`config.mk`:
```
export PLATFORM = sky130hd
export DESIGN_NAME = plot_clip_fifo
export DESIGN_NICKNAME = d
export VERILOG_FILES = /design/src/rtl/plot_clip_fifo_pkg.sv /design/src/rtl/plot_clip_fifo_fifo.sv /design/src/rtl/plot_clip_fifo.sv
export SDC_FILE = /design/constraint.sdc
export NUM_CORES = 1
export LEC_CHECK = 0
export CAP_MARGIN = 40
export CORE_ASPECT_RATIO = 1.25
export CORE_MARGIN = 5
export CORE_UTILIZATION = 50
export DETAILED_ROUTE_END_ITERATION = 10
export PLACE_DENSITY = 0.81
export RECOVER_POWER = 25
export SETUP_SLACK_MARGIN = 0.15
export SLEW_MARGIN = 10
export SYNTH_ARGS = -nofsm -noshare
export SYNTH_HDL_FRONTEND = slang
export SYNTH_HIERARCHICAL = 1
export SYNTH_SLANG_ARGS = --single-unit
```
`constraint.sdc`:
```
create_clock -name clk -period 3.1 [get_ports clk]
set_clock_uncertainty 0.05 [all_clocks]
set_input_delay 0.62 -clock clk [delete_from_list [all_inputs] [get_ports clk]]
set_output_delay 0.62 -clock clk [all_outputs]
set_load 0.05 [all_outputs]
```
`src/rtl/plot_clip_fifo_pkg.sv`:
```
// Shared definitions for the pixel clipping FIFO: screen geometry,
// the stored pixel record, the completion FSM states and a counter helper.
package plot_clip_fifo_pkg;

    localparam int SCREEN_W = 160;
    localparam int SCREEN_H = 120;

    // One framebuffer write: coordinates already reduced to framebuffer width.
    typedef struct packed {
        logic [7:0] x;
        logic [6:0] y;
        logic [2:0] colour;
    } pixel_t;

    // Completion tracking: ACTIVE while pixels may arrive, DRAIN once the
    // engine reports it is finished, DONE when everything has been plotted.
    typedef enum logic [1:0] {
        ACTIVE = 2'd0,
        DRAIN  = 2'd1,
        DONE   = 2'd2
    } state_t;

    // Increment that sticks at all-ones instead of wrapping.
    function automatic logic [15:0] sat_inc16(input logic [15:0] value, input logic en);
        return (en && (value != 16'hFFFF)) ? value + 16'd1 : value;
    endfunction

endpackage

```
`src/rtl/plot_clip_fifo_fifo.sv`:
```
// pixel_fifo: small circular buffer of pixel_t entries. The head entry is
// visible combinationally on rd_data; the consumer registers it when popping.
module pixel_fifo
    import plot_clip_fifo_pkg::*;
#(
    parameter int DEPTH = 4
) (
    input  logic   clk,
    input  logic   rst,
    input  logic   push,
    input  pixel_t wr_data,
    input  logic   pop,
    output pixel_t rd_data,
    output logic   full,
    output logic   empty
);

    localparam int AW = (DEPTH > 1) ? $clog2(DEPTH) : 1;
    localparam logic [AW:0] FULL_CNT = (AW + 1)'(DEPTH);

    pixel_t        mem [DEPTH];
    logic [AW-1:0] wr_ptr_q, wr_ptr_d;
    logic [AW-1:0] rd_ptr_q, rd_ptr_d;
    logic [AW:0]   count_q,  count_d;
    logic          push_ok;
    logic          pop_ok;

    assign full    = (count_q == FULL_CNT);
    assign empty   = (count_q == '0);
    assign push_ok = push && !full;
    assign pop_ok  = pop && !empty;
    assign rd_data = mem[rd_ptr_q];

    // Pointer and occupancy update; pointers wrap naturally as DEPTH is a power of two.
    always_comb begin
        wr_ptr_d = wr_ptr_q;
        rd_ptr_d = rd_ptr_q;
        count_d  = count_q;
        if (push_ok) begin
            wr_ptr_d = wr_ptr_q + 1'b1;
        end
        if (pop_ok) begin
            rd_ptr_d = rd_ptr_q + 1'b1;
        end
        case ({push_ok, pop_ok})
            2'b10:   count_d = count_q + 1'b1;
            2'b01:   count_d = count_q - 1'b1;
            default: count_d = count_q;
        endcase
    end

    // Storage array; contents need no reset because the pointers define validity.
    always_ff @(posedge clk) begin
        if (push_ok) begin
            mem[wr_ptr_q] <= wr_data;
        end
    end

    // Control state registers.
    always_ff @(posedge clk) begin
        if (rst) begin
            wr_ptr_q <= '0;
            rd_ptr_q <= '0;
            count_q  <= '0;
        end else begin
            wr_ptr_q <= wr_ptr_d;
            rd_ptr_q <= rd_ptr_d;
            count_q  <= count_d;
        end
    end

endmodule

```
`src/rtl/plot_clip_fifo.sv`:
```
// plot_clip_fifo: accepts signed pixel coordinates from a drawing engine,
// discards those outside the 160x120 framebuffer, buffers the rest and
// issues one-cycle VGA write strobes. Also counts plotted and clipped
// pixels and reports when the engine's work has fully reached the screen.
module plot_clip_fifo
    import plot_clip_fifo_pkg::*;
#(
    parameter int DEPTH = 4
) (
    input  logic        clk,
    input  logic        rst,
    input  logic        in_valid,
    output logic        in_ready,
    input  logic [8:0]  in_x,
    input  logic [7:0]  in_y,
    input  logic [2:0]  in_colour,
    input  logic        in_done,
    input  logic        hold,
    output logic [7:0]  vga_x,
    output logic [6:0]  vga_y,
    output logic [2:0]  vga_colour,
    output logic        vga_plot,
    output logic        done,
    output logic [15:0] plotted_cnt,
    output logic [15:0] clipped_cnt
);

    localparam logic signed [8:0] X_MAX = 9'(SCREEN_W - 1);
    localparam logic signed [7:0] Y_MAX = 8'(SCREEN_H - 1);

    logic   fifo_full;
    logic   fifo_empty;
    pixel_t head;
    pixel_t wr_pixel;
    logic   x_on;
    logic   y_on;
    logic   push_acc;
    logic   store;
    logic   pop;

    logic [7:0]  vga_x_q,      vga_x_d;
    logic [6:0]  vga_y_q,      vga_y_d;
    logic [2:0]  vga_colour_q, vga_colour_d;
    logic        vga_plot_q,   vga_plot_d;
    logic [15:0] plotted_q,    plotted_d;
    logic [15:0] clipped_q,    clipped_d;
    state_t      state_q,      state_d;
    logic        done_q,       done_d;

    // in_ready looks only at the registered occupancy, never at a same-cycle pop.
    assign in_ready = !fifo_full;
    assign push_acc = in_valid && in_ready;

    // Signed window test: negative coordinates have the sign bit set and fail >= 0.
    assign x_on  = ($signed(in_x) >= 9'sd0) && ($signed(in_x) <= X_MAX);
    assign y_on  = ($signed(in_y) >= 8'sd0) && ($signed(in_y) <= Y_MAX);
    assign store = push_acc && x_on && y_on;
    assign pop   = !fifo_empty && !hold;

    assign wr_pixel = '{x: in_x[7:0], y: in_y[6:0], colour: in_colour};

    pixel_fifo #(
        .DEPTH (DEPTH)
    ) u_fifo (
        .clk     (clk),
        .rst     (rst),
        .push    (store),
        .wr_data (wr_pixel),
        .pop     (pop),
        .rd_data (head),
        .full    (fifo_full),
        .empty   (fifo_empty)
    );

    // Output stage: a pop captures the head entry and strobes for one cycle.
    always_comb begin
        vga_x_d      = vga_x_q;
        vga_y_d      = vga_y_q;
        vga_colour_d = vga_colour_q;
        vga_plot_d   = 1'b0;
        if (pop) begin
            vga_x_d      = head.x;
            vga_y_d      = head.y;
            vga_colour_d = head.colour;
            vga_plot_d   = 1'b1;
        end
        plotted_d = sat_inc16(plotted_q, pop);
        clipped_d = sat_inc16(clipped_q, push_acc && !store);
    end

    // Output and statistics registers.
    always_ff @(posedge clk) begin
        if (rst) begin
            vga_x_q      <= '0;
            vga_y_q      <= '0;
            vga_colour_q <= '0;
            vga_plot_q   <= 1'b0;
            plotted_q    <= '0;
            clipped_q    <= '0;
        end else begin
            vga_x_q      <= vga_x_d;
            vga_y_q      <= vga_y_d;
            vga_colour_q <= vga_colour_d;
            vga_plot_q   <= vga_plot_d;
            plotted_q    <= plotted_d;
            clipped_q    <= clipped_d;
        end
    end

    // Completion FSM next state; done mirrors the DONE state after the edge.
    always_comb begin
        state_d = state_q;
        case (state_q)
            ACTIVE: begin
                if (in_done && !push_acc) begin
                    state_d = DRAIN;
                end
            end
            DRAIN: begin
                if (!in_done) begin
                    state_d = ACTIVE;
                end else if (fifo_empty && !pop) begin
                    state_d = DONE;
                end
            end
            DONE: begin
                if (!in_done || push_acc) begin
                    state_d = ACTIVE;
                end
            end
            default: state_d = ACTIVE;
        endcase
        done_d = (state_d == DONE);
    end

    // Completion FSM state and its registered done flag.
    always_ff @(posedge clk) begin
        if (rst) begin
            state_q <= ACTIVE;
            done_q  <= 1'b0;
        end else begin
            state_q <= state_d;
            done_q  <= done_d;
        end
    end

    assign vga_x       = vga_x_q;
    assign vga_y       = vga_y_q;
    assign vga_colour  = vga_colour_q;
    assign vga_plot    = vga_plot_q;
    assign done        = done_q;
    assign plotted_cnt = plotted_q;
    assign clipped_cnt = clipped_q;

endmodule

```
Yosys cells after proc, flatten, opt, wreduce, memory -nomap -nowiden
Memories as Yosys holds them, arrays and structs flattened. A register that Yosys moved wholly into a read port is not among the register bits.
Index checks and enable logic that the tools add are counted.

storage, ports and cells
  word-level logic and storage cells = 60
  memories kept = 1
  output and inout bits = 53
  input port bits = 25
  register bits after elaboration = 43
  memory bits (read-only) = 0
  RAM bits = 72
  latch bits = 0

memories
  memory      depth  bits a word  read ports  clocked after memory_dff  wr ports  line                       source
  u_fifo.mem  4      18           1           1                         1         plot_clip_fifo_fifo.sv:21  pixel_t mem [DEPTH];

operators by class
  eq/ne operators = 8
  order comparisons = 4
  add/sub/neg operators = 6
  muxes and demuxes = 9
  divide/modulo/power cells = 0
  shift-type cells = 0
  reduce and logical (&&, ||, !) cells = 24
  multipliers = 0
  bitwise logic cells = 0

operator list
  cell                   number
  $add 16x1->16 const B  2
  $ne 16x16->1 const B   2
  $logic_and 1x1->1      13
  $ge 9x1->1 const B     1
  $le 9x9->1 const B     1
  $ge 8x1->1 const B     1
  $le 8x8->1 const B     1
  $mux 2                 4
  $logic_not 1->1        7
  $eq 2x2->1 const B     3
  $pmux 2 s3             1
  $pmux 3 s2             1
  $add 2x1->2 const B    2
  $eq 2x1->1 const B     2
  $add 3x1->3 const B    1
  $eq 3x3->1 const B     1
  $logic_not 3->1        1
  $mux 1                 3
  $sub 3x1->3 const B    1
  $logic_not 2->1        1
  $reduce_bool 2->1      1
  $logic_or 1x1->1       1

Depth between registers and ports, before layout
Gate-level depths: netlist of the first run.

  depth in word-level cells = 9
  depth in mapped cells = 13
  gate-level depth less buffers = 12

By module
The synthesis of the first run kept the hierarchy.

by module, submodules not included
  module          sequential area each (um2)  cells an instance  instances  area each (um2)
  pixel_fifo      2342.2                      148                1          3114.2
  plot_clip_fifo  1081.0                      299                1          2466.1

Least setup slack after synthesis of the first run
OpenSTA, ideal clock, no wires.

  kind = in2reg
  from = input hold
  to = register u_fifo.count_q[2]
  setup time = 0.070 ns
  data arrival time = 2.671 ns
  path buffers = 2
  data required time = 2.980 ns
  slack = 0.309 ns
  cell stages on the path = 12
  cells stage by stage = or2_1 -> buf_6 -> inv_1 -> clkbuf_1 -> o31ai_1 -> inv_1 -> ha_1 -> inv_1 -> fa_1 -> xor2_1 -> or3_1 -> a21oi_1

between the ends
  cells in the longest elaborated chain, start to end = 5
  elaborated cells on any way between the ends = 7
  classes of those cells = 2 x eq/ne; 1 x mux; 4 x reduce/logical

RTL lines
  item                                                    line                       source
  start, declared                                         plot_clip_fifo.sv:18       input logic hold,
  $logic_not 1->1 (*)                                     plot_clip_fifo.sv:58       assign pop = !fifo_empty && !hold;
  $logic_and 1x1->1 (*)                                   plot_clip_fifo.sv:58
  net pop                                                 plot_clip_fifo.sv:39       logic pop;
  $logic_and 1x1->1 (*)                                   plot_clip_fifo_fifo.sv:31  assign pop_ok = pop && !empty;
  net u_fifo.pop_ok                                       plot_clip_fifo_fifo.sv:26  logic pop_ok;
  $eq 2x1->1 / $eq 2x2->1 (equally long branches)         plot_clip_fifo_fifo.sv:45  case ({push_ok, pop_ok})
  $pmux 3 s2 / $reduce_bool 2->1 (equally long branches)  n/a
  end signal, assigned                                    plot_clip_fifo_fifo.sv:68  count_q <= count_d;
  end, declared                                           plot_clip_fifo_fifo.sv:24  logic [AW:0] count_q, count_d;

Mark *: on every way through the listed nets, which the timed path passes. The rest lies on a longest branch.
A chain may end at the register's enable or synchronous reset.

Worst setup path after layout of the first run
  from = input in_y[5]
  to = register u_fifo.count_q[2]

between the ends
  cells in the longest elaborated chain, start to end = 6
  elaborated cells on any way between the ends = 9
  classes of those cells = 2 x order compare; 2 x eq/ne; 1 x mux; 4 x reduce/logical

RTL lines
  item                                                    line                       source
  start, declared                                         plot_clip_fifo.sv:15       input logic [7:0] in_y,
  $ge 8x1->1 / $le 8x8->1 (equally long branches)         plot_clip_fifo.sv:56       assign y_on = ($signed(in_y) >= 8'sd0) && ($signed(in_y) <= Y_MAX);
  $logic_and 1x1->1 (*)                                   plot_clip_fifo.sv:56
  $logic_and 1x1->1 (*)                                   plot_clip_fifo.sv:57       assign store = push_acc && x_on && y_on;
  net store                                               plot_clip_fifo.sv:38       logic store;
  $logic_and 1x1->1 (*)                                   plot_clip_fifo_fifo.sv:30  assign push_ok = push && !full;
  $eq 2x1->1 / $eq 2x2->1 (equally long branches)         plot_clip_fifo_fifo.sv:45
  $pmux 3 s2 / $reduce_bool 2->1 (equally long branches)  n/a

Marks and branches as above.

==> results of run 1 <==
[registers in the layout, indices dropped and copies added, names as in the netlist, named ones only]
register         count
clipped_cnt         16
vga_plot             1
vga_x                8
vga_y                7
done                 1
u_fifo/wr_ptr_q      2
u_fifo/rd_ptr_q      2
u_fifo/count_q       3
plotted_cnt         16
vga_colour           3
state_q              2
u_fifo/mem          72
[worst max-delay path by stage]
stage / endpoint / from / slack (ns)
2_1_floorplan: u_fifo/count_q[2] / hold / 0.31
3_3_place_gp: u_fifo/count_q[2] / in_y[6] / 0.13
3_5_place_dp: u_fifo/count_q[2] / in_y[5] / 0.02
4_1_cts: u_fifo/count_q[2] / in_y[4] / 0.40
5_1_grt: u_fifo/count_q[2] / in_x[5] / 0.18
6_report: u_fifo/count_q[2] / in_y[5] / 0.34
[logic make-up (layout without fill, tap and decap cells)]
kind of cell / count (synthesis) / in the layout
compound gates: 84 / 84
xor+xnor: 3 / 3
fa+ha+maj: 8 / 8
buf+inv: 39 / 140
flops: 135 / 135
mux: 25 / 25
simple gates: 153 / 153
[layer usage]
metal	global-route usage (%)	up-vias	share of wire, %
met3	5.09	9	5.1
met1	21.5	1936	39
met2	33.4	120	55
li1	-	1874	-
met5	0	-	0
met4	7.01	0	0.89
[power groups by stage]
stage / Combinational [W] / Sequential, W / Clock (W)
after CTS: 0.000160 / 0.00191 / 0.00194
after detailed placement: 0.000159 / 0.00195 / 0
final: 0.000155 / 0.00191 / 0.00191
after global routing: 0.000167 / 0.00191 / 0.00202
after floorplan: 0.0000565 / 0.00197 / 0
after global placement: 0.000153 / 0.00195 / 0
[layout make-up]
class,instances,area [um^2]
Tap cell,135,169
Timing Repair Buffer,93,893
Multi-Input combinational cell,273,1980
Clock buffer,18,429
Clock inverter,14,135
Fill cell,798,3950
Sequential cell,135,3420
Inverter,15,56.3
[synthesized netlist by cell type, types with 2 or more instances]
cell type	count	area [um^2]
a211oi_1	2	15.0
a21oi_1	48	240
and2_1	4	25.0
and4_1	4	35.0
buf_1	2	7.51
buf_2	6	30.0
buf_6	2	22.5
clkbuf_1	13	48.8
dfxtp_1	63	1260
edfxtp_1	72	2160
ha_1	7	87.6
inv_1	15	56.3
mux2_2	5	56.3
mux2i_1	2	20.0
mux4_1	8	210
mux4_2	10	225
nand2_1	48	180
nand2b_1	7	43.8
nand3_1	13	65.1
nand3b_1	3	22.5
nand4_1	9	56.3
nor2_1	16	60.1
nor2b_1	5	31.3
nor3_1	2	10.0
nor4_1	5	31.3
o21ai_0	10	50.1
o31ai_1	20	150
or2_1	2	12.5
or3_1	13	81.3
or4_1	18	135
xor2_1	3	26.3
[worst register-to-register path, delay by kind of cell (launching register included)]
family / cells / cell delay [ns]
buffers and inverters: 3 / 0.21
adders and majority gates: 2 / 0.55
AOI/OAI and AO/OA: 2 / 0.24
xor gates and xnor gates: 1 / 0.16
and+or+nand+nor: 3 / 0.72
DFF: 1 / 0.42
[stage by stage]
stage          util (%)  worst slack (ns)  std cells
5_1_grt            64.2             0.180        683
6_report           64.2             0.343        683
2_1_floorplan         -             0.309        447
3_3_place_gp       59.0             0.129        650
4_1_cts            64.2             0.398        683
3_5_place_dp       59.1            0.0210        651
==> flow_summary_export.csv, run 1 <==
group,metric,value,unit
timing,slew_headroom,45.0,%
global_routing,antenna_found_initial,0,
clocking,cts_resized,0,
detailed_routing,route.detailed.drc,0,
run,cap_violations,0,
die,die_y,128,um
setup_path,crit_cells,13,
clocking,cts_buffers,17,
synthesis,yosys_warnings,6,
synthesis,yosys.area_share.simple,15.0,%
pwr,p_per_area,560,mW/mm^2
timing,timing.fmax,363,MHz
synthesis,yosysSeqAreaShare,61.3,%
detailed_routing,ant_nets,0,
layout,area_growth,27.0,%
timing,tns,0,ns
clocking,cts.path.max_buffers,2,
pwr,vdd_drop_max,413,uV
detailed_routing,dr.pass1.iters,5,
layout,layout_common_cells,"edfxtp_1, dfxtp_1, clkdlybuf4s50_1",
synthesis,ys_seq_elements,135,
setup_path,r2r-end,"u_fifo/count_q[2]",
clocking,cts_max_level,4,
timing,tightest_slew,0.819,ns
clocking,cts_hold_buf,0,
setup_path,r2r_slack,0.67,ns
clocking,tritoncts,"built",
die,start_util,50.6,%
synthesis,synth_cell_types,41,
pwr,p_total,0.00397,W
pwr,p_int,0.00313,W
status,status,"completed",
setup_path,critPathMostFrequentCell,"inv_1",
timing,fin_crit_sh,88.9,%
timing,finalSetupViolCount,0,
placement,dp_hpwl,8130,um
detailed_routing,drt_iter0_drc,327,
pwr,p_sw,0.000840,W
setup_path,cp_slowest_cell,"dlygate4sd3_1",
setup_path,crit_chain,"dlygate4sd3_1 > nand4_1 > nand3_1 > nor2_1 > inv_1 > nor2_1 > inv_1 > ha_1 > inv_1 > fa_1 > xor2_1 > or3_1 > a21oi_1",
synthesis,synth_mux_area_share,9.17,%
placement,port_buffers,77,
detailed_routing,routed_via_density,5.77,
placement,dpl-instance-area,0.00652,mm^2
setup_path,arrival,3.04,ns
synthesis,synth_compound_area_share,8.79,%
setup_path,critPathRequiredTime,3.38,ns
layout,diodes,0,
clocking,cts_sinks,135,
global_routing,grt_max_degree,35,
timing,rsz0062_at_grt,"no",
synthesis,synthAdderAreaFrac,1.93,%
clocking,clkSlewWorstSetupHoldPaths,0.06,ns
detailed_routing,totalWireLength,12100,um
pwr,p_leak,2.28,nW
worst_hold_path,hold_path_depth,2,
global_routing,grt_pass1_vias,4016,
clocking,cts_root_buf,"clkbuf_16",
layout,postLayoutCellArea,0.00708,mm^2
die,die_area,0.0134,mm^2
layout,drive_above_1_share,12.2,%
timing,period_needed,2.76,ns
global_routing,track_usage,18.7,%
die,fp.dieW,104,um
worst_hold_path,hold_class,"flip-flop to flip-flop",
pwr,p_clk_share,48.0,%
setup_path,end_kind,"flip-flop",
pwr,combPwrFrac,3.9,%
pwr,switching_share,21.2,%
synthesis,syn_avg_cell_area,12.5,um^2
clocking,postCtsSetupRepairBufs,0,
worst_hold_path,hold_end,"vga_x[5]",
timing,finalHoldViolCount,0,
clocking,clkLatencyLatePin,0.41,ns
global_routing,grt-ovfl-total,0,
synthesis,syn_area,0.00558,mm^2
layout,layout_commonest_cell,"edfxtp_1",
setup_path,r2r-start,"u_fifo/count_q[0]",
setup_path,slowest_delay,0.61,ns
synthesis,syn_nets,480,
setup_path,critical_path_buf_inv_count,4,
detailed_routing,vias,3939,
layout,nets,568,
setup_path,path_delay_family,"buffers and inverters",
synthesis,syn_inst,447,
detailed_routing,wl_per_cell,17.7,um
worst_hold_path,min-delay-start,"vga_x[5]",
die,core,0.0110,mm^2
synthesis,synthXorXnorAreaFrac,0.471,%
setup_path,critPathKind,"input pin to flip-flop",
timing,maxSlewViolCount,0,
timing,holdWs,0.411,ns
setup_path,critPathLaunchType,"input pin",
setup_path,cp_max_fo,5,
placement,globalplace.congestion,0.806,
setup_path,r2r_cells,11,
die,num_rows,43,
synthesis,synth_top_family_by_area,"simple AND/OR/NAND/NOR gates",
global_routing,grt_pass1_wl,19800,um
synthesis,synth_edf_count,72,
die,ioPinCount,78,
pwr,seqPwrFrac,48.1,%
synthesis,synth_ff_type,"edfxtp_1",
synthesis,synthArstFlopShare,0,%
Note: power is estimated with default switching activity, not from simulation.
==> run 2: changes to the inputs <==
--- a/config.mk
+++ b/config.mk
@@ -13,6 +13,7 @@
 export PLACE_DENSITY = 0.81
 export RECOVER_POWER = 25
 export SETUP_SLACK_MARGIN = 0.15
+export SKIP_LAST_GASP = 1
 export SLEW_MARGIN = 10
 export SYNTH_ARGS = -nofsm -noshare
 export SYNTH_HDL_FRONTEND = slang
==> results of run 2 <==
Same layout as run 1: the final DEF is identical, and so are final timing and power.
==> run 3: changes to the inputs <==
--- a/config.mk
+++ b/config.mk
@@ -5,11 +5,11 @@
 export SDC_FILE = /design/constraint.sdc
 export NUM_CORES = 1
 export LEC_CHECK = 0
-export CAP_MARGIN = 40
 export CORE_ASPECT_RATIO = 1.25
 export CORE_MARGIN = 5
 export CORE_UTILIZATION = 50
 export DETAILED_ROUTE_END_ITERATION = 10
+export GPL_TIMING_DRIVEN = 0
 export PLACE_DENSITY = 0.81
 export RECOVER_POWER = 25
 export SETUP_SLACK_MARGIN = 0.15
==> run 3 against run 2 <==
Effect of this change:
- via count is 1.0% higher
- core utilization is 0.69 points higher
- sequential power hardly changed
- combinational power is 5% higher
- clock power is 4% higher
- wire length is 2.7% higher
- hold slack worse by 0.00054 ns
- design area is 1.1% higher
- first-iteration DRC count is 24% lower
- critical endpoint unchanged
- largest power group is now clock
==> flow_summary_export.csv, run 3 (same netlist as run 1, synthesis figures left out) <==
group,metric,value,unit
clocking,cts_hold_buf,0,
detailed_routing,ant_nets,0,
clocking,cts_buffers,17,
layout,multi_input_area,0.00198,mm^2
layout,fillers,793,
setup_path,cp_max_fo,6,
die,fp.dieW,104,um
layout,nets,580,
worst_hold_path,hold_class,"flip-flop to flip-flop",
pwr,p_total,0.00405,W
timing,timing.fmax,347,MHz
layout,drive_above_1_share,12.1,%
global_routing,grt-ovfl-total,0,
die,ioPinCount,78,
clocking,clkLatencyLatePin,0.41,ns
die,core,0.0110,mm^2
timing,period_needed,2.88,ns
timing,maxSlewViolCount,0,
clocking,cts_sinks,135,
setup_path,cp_slowest_cell,"dlygate4sd3_1",
setup_path,end_kind,"flip-flop",
setup_path,critPathKind,"input pin to flip-flop",
global_routing,track_usage,19.3,%
pwr,vdd_drop_max,409,uV
layout,area_growth,28.3,%
setup_path,critPathMostFrequentCell,"inv_1",
setup_path,crit_chain,"dlygate4sd3_1 > nand4_1 > nand3_1 > nor2_1 > inv_1 > nor2_2 > inv_1 > ha_2 > inv_1 > fa_1 > xor2_1 > or3_1 > a21oi_1",
detailed_routing,dr.pass1.iters,5,
timing,finalSetupViolCount,0,
clocking,cts.path.max_buffers,2,
global_routing,grt_pass1_vias,4075,
detailed_routing,routed_via_density,5.73,
timing,holdWs,0.410,ns
global_routing,grt_max_degree,19,
layout,diodes,0,
clocking,cts_root_buf,"clkbuf_16",
placement,globalplace.congestion,0.804,
detailed_routing,route.detailed.drc,0,
timing,rsz0062_at_grt,"no",
pwr,p_leak,2.30,nW
global_routing,antenna_found_initial,0,
status,status,"completed",
timing,slew_headroom,37.1,%
die,die_area,0.0134,mm^2
layout,layout_commonest_cell,"edfxtp_1",
layout,ff_latch_area,0.00343,mm^2
timing,fin_crit_sh,93.0,%
placement,port_buffers,77,
layout,largest_reg_flops,72,
placement,dpl_worst_slack,-0.648,ns
pwr,p_per_area,565,mW/mm^2
clocking,tritoncts,"built",
setup_path,critPathRequiredTime,3.39,ns
run,cap_violations,0,
detailed_routing,wl_per_cell,17.8,um
placement,dpl-instance-area,0.00652,mm^2
timing,tightest_slew,0.943,ns
layout,fin_util,64.9,%
setup_path,critPathLaunchType,"input pin",
placement,dp_hpwl,8320,um
die,start_util,50.6,%
die,num_rows,43,
setup_path,slowest_delay,0.65,ns
timing,finalHoldViolCount,0,
detailed_routing,totalWireLength,12400,um
clocking,cts_max_level,4,
layout,layout_common_cells,"edfxtp_1, dfxtp_1, clkdlybuf4s50_1",
layout,top_register,"u_fifo/mem",
detailed_routing,vias,3979,
setup_path,arrival,3.17,ns
global_routing,grt_pass1_wl,20500,um
detailed_routing,drt_iter0_drc,250,
die,die_y,128,um
layout,postLayoutCellArea,0.00716,mm^2
clocking,clkSlewWorstSetupHoldPaths,0.06,ns
timing,setup_slack,0.217,ns
## run 3: cell count changes in the layout (fill, tap and decap cells not counted), sizes merged
| cell | before | now |
|---|---|---|
| clkbuf | 18 | 30 |
| clkdlybuf4s50 | 59 | 60 |
| bufinv | 2 | 3 |
| buf | 17 | 16 |
| clkinvlp | 4 | 3 |
## run 3: path summary, 6_finish.rpt
kind / to / depth (start not counted) / from / slack (ns)
max reg2reg: u_fifo/count_q[2] / 13 / u_fifo/count_q[2] / 0.34
max: u_fifo/count_q[2] / 13 / in_y[6] / 0.22
min reg2reg: vga_x[6] / 2 / vga_x[6] / 0.41
min: vga_x[6] / 2 / vga_x[6] / 0.41
## run 3: stage by stage
step / cells / setup TNS [ns]
final: 695 / 0
after global routing: 695 / 0
after CTS: 691 / 0
after detailed placement: 659 / -14.57
after global placement: 659 / -9.42
after floorplan: 447 / 0
## run 3: cell type report
type / instances / share of cell area, %
sequential: 135 / 47.8
multi-input combinational: 273 / 27.7
timing repair buffer: 81 / 11.2
clock buffer: 18 / 5.99
tap: 135 / 2.36
clock inverter: 14 / 2.22
buffer: 24 / 1.90
inverter: 15 / 0.786
## run 3: report_power, final
group	switching (W)	leakage, nW	internal (W)
logic	0.0000991	0.868	0.0000624
registers	0.0000116	1.16	0.00190
clock network	0.000722	0.276	0.00125
total	0.000833	2.30	0.00321
## run 3: critical path, delay by kind of cell
family | cells | cell delay, ns
AOI/OAI and AO/OA | 1 | 0.14
buffers and inverters | 4 | 0.89
and+or+nand+nor | 5 | 0.79
xor gates and xnor gates | 1 | 0.16
adders and majority gates | 2 | 0.57
## run 3: repair_timing
item	4_1_cts	5_1_grt
setup buffers	0	4
resized for setup	3	9
setup endpoints to repair	2	74
pin swaps	0	1
## run 3: layer usage
metal  wire length, um  vias to the layer above  GRT usage, %
met2              6680                      120          34.1
met1              4840                     1949          22.1
met3               657                       15          4.69
met5                 0                        -             0
li1                  -                     1895             -
met4               226                        0          8.77
==> RTL edit (settings of run 1) <==
`DEPTH` is set to 4 in 2 places; all go to 2.
--- a/src/rtl/plot_clip_fifo_fifo.sv
+++ b/src/rtl/plot_clip_fifo_fifo.sv
@@ -3,7 +3,7 @@
 module pixel_fifo
     import plot_clip_fifo_pkg::*;
 #(
-    parameter int DEPTH = 4
+    parameter int DEPTH = 2
 ) (
     input  logic   clk,
     input  logic   rst,
--- a/src/rtl/plot_clip_fifo.sv
+++ b/src/rtl/plot_clip_fifo.sv
@@ -5,7 +5,7 @@
 module plot_clip_fifo
     import plot_clip_fifo_pkg::*;
 #(
-    parameter int DEPTH = 4
+    parameter int DEPTH = 2
 ) (
     input  logic        clk,
     input  logic        rst,
Behaviour: not the same (Yosys sat finds a counterexample within 4 cycles, from zero or initial values and one cycle with rst high).
==> RTL edit against run 1 <==
  * Area after synthesis decreased by 29%
  * Setup slack improved by 200 ps
  * Via count shrank 20%
  * Sequential cell count shrank 40
  * Synthesized cell count fell by 15%
  * Total power shrank 41%
  * Design area decreased by 29%
  * Wire length down 29%
  * Global-route usage down 1.0 points
  * Critical endpoint is now in_ready
  * Largest cell class unchanged
  * Largest power group unchanged
  * Highest routed layer unchanged
==> RTL edit: results (changes against run 1) <==
R2R cell count 7 (was 11); Min-Delay Startpoint state_q[1] (was vga_x[5]); status completed (unchanged); met3 GRT Util 0.0459 (was 0.0509); syn_nets 409 (was 480); GPL Wtd Cong 0.801 (was 0.806); vias per inst 5.70 (was 5.77); pin count of the biggest net entering global routing 33 (was 35); post-synthesis mux area share 0.0675 (was 0.0917); clk_lat worst skew 360 ps (was 410 ps); GR Util All Layers 0.177 (was 0.187); met3 wire len 376 um (was 620 um); Iteration-0 DRC Markers 83 (was 327); Largest register FFs 36 (was 72); via count 3,165 (was 3,939); Leak Pwr 1.61 nW (was 2.28 nW); worst setup path end in_ready (was u_fifo/count_q[2]); met2 usage 0.321 (was 0.334); met2 wire length 4430 um (was 6580 um); post-synthesis compound-gate area fraction 0.119 (was 0.0879); global-route wire length before repair 14,200 um (was 19,800 um); EDFF count, synth 36 (was 72); top post-synthesis cells by count dfxtp_1 (59), nand2_1 (48), a21oi_1 (46) (was edfxtp_1 (72), dfxtp_1 (63), a21oi_1 (48), nand2_1 (48), o31ai_1 (20)); Min-Delay Endpoint state_q[0] (was vga_x[5]); adder and majority gate portion of the synthesized area 0.00942 (was 0.0193); Reg clk slew, reported paths 90 ps (was 60 ps); Crit. Startpoint u_fifo/count_q[0] (was in_y[5]); top cells by area, synth dfxtp_1 (30%), edfxtp_1 (27%), a21oi_1 (5.8%) (was edfxtp_1 (39%), dfxtp_1 (23%), a21oi_1 (4.3%)); reg2reg start u_fifo/count_q[1] (was u_fifo/count_q[0]); Worst IR Drop VDD 0.323 mV (was 0.413 mV); RR Endpoint u_fifo/count_q[1] (was u_fifo/count_q[2]); CTS Buf Count 9 (was 17); P_int 1.83 mW (was 3.13 mW); vias in the first global route 3,075 (was 4,016); Min-Delay Path Depth 1 (was 2); clock share of power 0.379 (was 0.480); Post-Route M1 WL 3610 um (was 4770 um); Total Routed Length 8610 um (was 12,100 um); worst min path class flip-flop to flip-flop (unchanged); Mean Syn Cell Area 10.5 um^2 (was 12.5 um^2); Flop pwr share 0.562 (was 0.481); drt pass-1 iters 4 (was 5); fraction of layout cells with a size suffix above 1 0.0957 (was 0.122); reg2reg setup slack 830 ps (was 670 ps); Area after DPL 4830 um^2 (was 6520 um^2); arrival time at the worst endpoint 1890 ps (was 3040 ps); Seq/Total Area, Yosys 0.568 (was 0.613); Yosys cell types 40 (was 41); met1 GRT Util 0.197 (was 0.215)
RTL edit: stage by stage:
stage	total power [mW]	hold slack, ps	setup slack [ps]	utilization
2_1_floorplan	1.43	363	737	-
6_report	2.36	397	543	0.648
4_1_cts	2.38	402	553	0.649
3_5_place_dp	1.50	390	303	0.620
5_1_grt	2.44	424	452	0.648
3_3_place_gp	1.49	375	353	0.620
RTL edit: layout make-up:
| cell class | instances | area [um^2] | area share |
|---|---|---|---|
| clock buffers | 10 | 128 | 0.0253 |
| clock inverters | 6 | 93.8 | 0.0186 |
| multi-input cells | 255 | 1600 | 0.316 |
| inverters | 10 | 37.5 | 0.00743 |
| flip-flops and latches | 95 | 2260 | 0.448 |
| repair buffers | 84 | 815 | 0.161 |
| well taps | 95 | 119 | 0.0235 |
RTL edit: critical path, stage by stage (launching register included):
cell and delay, ps:
dfxtp_1 430, nand2b_2 180, inv_1 80, inv_1 50, clkdlybuf4s50_1 790
